## src/rtl/divider_32bits_seq.sv

```systemverilog
// Multi-cycle unsigned restoring divider.
// One quotient bit is resolved per clock through shift-subtract. Start/done
// handshake: start is honoured only in IDLE, done is a one-cycle pulse, and
// the quotient/remainder outputs hold their values until the next accepted start.
// Divide-by-zero skips the iteration. It reports all-ones / dividend with
// div_by_zero set.
module divider_32bits_seq #(
  parameter int WIDTH = 32
) (
  input  logic             clk,
  input  logic             rst_n,
  input  logic             start,
  input  logic [WIDTH-1:0] dividend,
  input  logic [WIDTH-1:0] divisor,
  output logic             busy,
  output logic             done,
  output logic [WIDTH-1:0] quotient,
  output logic [WIDTH-1:0] remainder,
  output logic             div_by_zero
);

  localparam int CW = $clog2(WIDTH);

  typedef enum logic [1:0] {IDLE, DIV, DONE} state_t;

  state_t           state_reg, state_next;
  logic [WIDTH-1:0] q_reg, q_next;          // working quotient / shifted dividend
  logic [WIDTH-1:0] r_reg, r_next;          // partial remainder
  logic [WIDTH-1:0] d_reg, d_next;          // captured divisor
  logic [CW-1:0]    cnt_reg, cnt_next;      // step counter, 0 .. WIDTH-1
  logic [WIDTH-1:0] quotient_reg, quotient_next;
  logic [WIDTH-1:0] remainder_reg, remainder_next;
  logic             dbz_reg, dbz_next;
  logic             busy_reg, busy_next;
  logic             done_reg, done_next;

  // One restoring step: shift the next dividend bit into R, then try to subtract D.
  logic [WIDTH-1:0] rs;
  logic [WIDTH:0]   t;
  logic [WIDTH-1:0] step_q, step_r;

  // Datapath for a single restoring iteration.
  always_comb begin
    rs = {r_reg[WIDTH-2:0], q_reg[WIDTH-1]};
    t  = {1'b0, rs} - {1'b0, d_reg};
    if (!t[WIDTH]) begin
      step_r = t[WIDTH-1:0];
      step_q = {q_reg[WIDTH-2:0], 1'b1};
    end else begin
      step_r = rs;
      step_q = {q_reg[WIDTH-2:0], 1'b0};
    end
  end

  // Next-state and registered-output logic.
  always_comb begin
    state_next     = state_reg;
    q_next         = q_reg;
    r_next         = r_reg;
    d_next         = d_reg;
    cnt_next       = cnt_reg;
    quotient_next  = quotient_reg;
    remainder_next = remainder_reg;
    dbz_next       = dbz_reg;
    busy_next      = busy_reg;
    done_next      = 1'b0;

    case (state_reg)
      IDLE: begin
        busy_next = 1'b0;
        if (start) begin
          busy_next = 1'b1;
          if (divisor == '0) begin
            // No iteration needed; the result is defined directly.
            quotient_next  = '1;
            remainder_next = dividend;
            dbz_next       = 1'b1;
            done_next      = 1'b1;
            state_next     = DONE;
          end else begin
            // Outputs keep the previous result until this division finishes.
            q_next     = dividend;
            r_next     = '0;
            d_next     = divisor;
            cnt_next   = '0;
            dbz_next   = 1'b0;
            state_next = DIV;
          end
        end
      end

      DIV: begin
        q_next   = step_q;
        r_next   = step_r;
        cnt_next = cnt_reg + CW'(1);
        if (cnt_reg == CW'(WIDTH - 1)) begin
          quotient_next  = step_q;
          remainder_next = step_r;
          done_next      = 1'b1;
          state_next     = DONE;
        end
      end

      DONE: begin
        busy_next  = 1'b0;
        state_next = IDLE;
      end

      default: begin
        busy_next  = 1'b0;
        state_next = IDLE;
      end
    endcase
  end

  // State and output registers; reset abandons any division in progress.
  always_ff @(posedge clk) begin
    if (!rst_n) begin
      state_reg     <= IDLE;
      q_reg         <= '0;
      r_reg         <= '0;
      d_reg         <= '0;
      cnt_reg       <= '0;
      quotient_reg  <= '0;
      remainder_reg <= '0;
      dbz_reg       <= 1'b0;
      busy_reg      <= 1'b0;
      done_reg      <= 1'b0;
    end else begin
      state_reg     <= state_next;
      q_reg         <= q_next;
      r_reg         <= r_next;
      d_reg         <= d_next;
      cnt_reg       <= cnt_next;
      quotient_reg  <= quotient_next;
      remainder_reg <= remainder_next;
      dbz_reg       <= dbz_next;
      busy_reg      <= busy_next;
      done_reg      <= done_next;
    end
  end

  assign busy        = busy_reg;
  assign done        = done_reg;
  assign quotient    = quotient_reg;
  assign remainder   = remainder_reg;
  assign div_by_zero = dbz_reg;

endmodule

```

## config.mk

```make
export PLATFORM = sky130hd
export DESIGN_NAME = divider_32bits_seq
export DESIGN_NICKNAME = d
export VERILOG_FILES = /design/src/rtl/divider_32bits_seq.sv
export SDC_FILE = /design/constraint.sdc
export NUM_CORES = 1
export LEC_CHECK = 0
export ABC_CLOCK_PERIOD_IN_PS = 2350
export CAP_MARGIN = 20
export CORE_MARGIN = 10
export CORE_UTILIZATION = 45
export CTS_CLUSTER_SIZE = 30
export DETAILED_ROUTE_END_ITERATION = 12
export PLACE_DENSITY = 0.7
export RECOVER_POWER = 100
export SYNTH_ARGS = -nofsm -noshare
export SYNTH_HDL_FRONTEND = slang
export SYNTH_SLANG_ARGS = --single-unit
```

## constraint.sdc

```tcl
create_clock -name clk -period 2.35 [get_ports clk]
set_input_delay 0.3525 -clock clk [delete_from_list [all_inputs] [get_ports clk]]
set_output_delay 0.3525 -clock clk [all_outputs]
set_load 0.01 [all_outputs]
```

==> out/metrics.yaml <==
cts_tree: "built"
synth_top_area_cell: "dfxtp_1"
wl_per_cell_um: 18.5
synth_edf_count: 0
powerDensity_nw_per_um2: 694
nets: 1484
grt_pass1_vias: 8677
netlist.area_leader.share: 0.391
final_util: 0.714
synth_compound_area_frac: 0.282
hpwl_um: 21400
cp-start-kind: "flip-flop"
p_leak_uw: 0.00558
ioPinCount: 134
yosysSeqAreaShare: 0.391
fmax_ghz: 0.358
synthTopCellsByArea: "dfxtp_1, nand2_1, ha_1"
synth_top_family_by_area: "compound AO/OA/AOI/OAI gates"
syn_inst: 1071
fin_hold_ws_ns: 0.371
endpoint_kind: "flip-flop"
p_sw_uw: 3300
die-width_um: 159
hold_path_class: "input port to flip-flop"
num_vias: 9298
layout-drive-gt1-share: 0.316
synthFlopType: "dfxtp_1"
wl_um: 30600
p_int_uw: 6030
ys_async_sr_fraction: 0
synth_area_per_cell_um2: 8.09
cp.arrival_ns: 3.09
antenna_found_initial: 0
overflow: 0
gp_congestion: 0.936
max_slew_margin: 0.490
antenna_left: 0
grt_usage: 0.217
path_clk_slew_ns: 0.07
die_h_um: 159
final-hold-violation-count: 0
n_antenna_cell: 0
reg2reg_slack_ns: -0.44
syn_nets: 1174
coreArea_um2: 18800
pre_cts_ws_ns: -0.436
syn_area_um2: 8660
violations: "setup timing"
peakVddDrop_mv: 0.554
cts_max_path_buffers: 2
dieArea_um2: 25200
combPwrFrac: 0.367
critPathRequiredTime_ns: 2.65
rsz0062_at_grt: "true"
maxCapViolations: 0
fin_worst_skew_ns: 0.0109
design_area_um2: 13400
r2r_end: "r_reg[11]"
grt_pass1_wl_um: 45500
synth_cell_types: 58
reg2reg_depth: 11
path_class: "flip-flop to flip-flop"
clock-sinks: 169
start_util: 0.460
sw_frac_of_total: 0.353
area_growth_pct: 55.1
grt_max_degree: 45
critPathMaxFanout: 11
startpoint: "q_reg[31]"
clkPwrFrac: 0.301
ys_ff_latch: 169
setup_ws_ns: -0.441
finalSetupTns_ns: -18.58
clk-insertion-delay-late_ns: 0.44
slew_violations: 0
h-tree-depth: 4
hold_end: "r_reg[20]"
post-route-period-util: 1.19
cts_root_buf: "clkbuf_16"
placed_cell_area_um2: 11900
cts_buffers: 17
outcome: "finished with violations"
synthXorXnorAreaFrac: 0.0283
yosys_warnings: 0
worstHoldPathCells: 3
dr.pass1.iters: 8
tightestPinTransition_ns: 0.765
yosys.area_share.adder: 0.0529
viasPerCell: 5.62
timing.rr.start: "q_reg[31]"
setup_violations: 87
port_buffers: 133
drc: 0
drt_iter0_drc: 851
min_period_ns: 2.79
cts_hold_buffers: 0
hp-start: "rst_n"
synthSimpleGateAreaFrac: 0.182
rows: 50
seqPwrFrac: 0.332
synthMuxAreaShare: 0.00809
## layout make-up
| type | count | area [um2] |
|---|---|---|
| multi-input combinational | 786 | 5700 |
| fill | 1444 | 5390 |
| sequential | 169 | 3410 |
| timing repair buffer | 367 | 3270 |
| clock buffer | 18 | 439 |
| tap | 260 | 325 |
| inverter | 40 | 150 |
| clock inverter | 14 | 149 |
## cells by family after synthesis
kind of cell               Yosys count
AOI/OAI and AO/OA                  347
DFF                                169
buffers and inverters              116
muxes                                7
and+or+nand+nor                    368
xor gates and xnor gates            28
adders and majority gates           36
## stage by stage
step,power [uW],instances
5_1_grt,9680,1654
3_5_place_dp,5870,1597
3_3_place_gp,5850,1597
4_1_cts,8810,1642
6_report,9330,1654
2_1_floorplan,4730,1071
## worst max path at each step
stage                                to  slack, ns
after CTS                 remainder[29]      -0.33
after global routing      remainder[11]      -0.46
after global placement        q_reg[31]      -0.41
after detailed placement   quotient[30]      -0.44
after floorplan            remainder[4]       -0.1
final                         r_reg[11]      -0.44
## layout by cell type, fill, tap and decap left out, types with 12 or more instances in the layout
master           instances
nor2_1                  73
ha_1                    17
nand2_1                203
a21oi_2                 24
a21o_1                  17
o221a_2                 31
dlygate4sd3_1           68
o21ai_0                 39
dfxtp_2                 19
o211ai_1                15
clkdlybuf4s50_1         64
ha_4                    16
buf_4                  204
a31oi_1                 31
nand4_1                 14
xor2_1                  12
a311oi_1                31
clkbuf_16               18
o21ai_1                 12
nand3_1                 16
a21oi_1                 59
inv_1                   35
dfxtp_1                149
## power groups by stage
stage,logic (uW),registers (uW),clock network (uW)
after floorplan,1610,3120,0
after detailed placement,2720,3150,0
after global routing,3640,3110,2930
after CTS,2910,3090,2810
after global placement,2710,3140,0
final,3420,3100,2810
## cell usage after synthesis, types with 5 or more instances
cell      number
and3_1         8
nand2b_1       6
a31oi_1       43
nand4_1       14
nand2_1      204
inv_1         40
nor2_1        74
o211ai_1      15
buf_1          5
a311oi_1      33
xnor2_1       13
o221a_2       32
dfxtp_1      169
xor2_1        15
o21ai_0       48
nor3b_1        5
and2_1        10
mux2i_1        7
a21oi_1       86
clkbuf_1      52
nor4_1         8
o21a_1         7
ha_1          35
a211oi_1      21
buf_2         12
nor3_1         9
nand3_1       22
a21o_1        17
## routing by layer
layer  vias to the layer above  share of wire  global-route usage
met3                        48          0.072              0.0431
met1                      4358           0.46               0.305
li1                       4518              -                   -
met4                         0          0.017              0.0527
met2                       374           0.45               0.329
met5                         -              0              0.0158
## timing repair
action,CTS,global route
cloned,1,2
pin swaps,28,47
resized for setup,42,111
buffers inserted,13,10
endpoints found under the setup margin,66,97
## worst max-delay path, stage by stage (launching register included)
cell and delay (ns):
dfxtp_2 0.33, inv_2 0.05, ha_4 0.15, fa_2 0.35
nand2b_4 0.15, a21o_1 0.18, a21o_1 0.23, a21oi_4 0.20
o2111ai_4 0.22, nand2_4 0.26, mux2i_1 0.39, o21ai_0 0.15
Power figures use the tool's default switching activity.
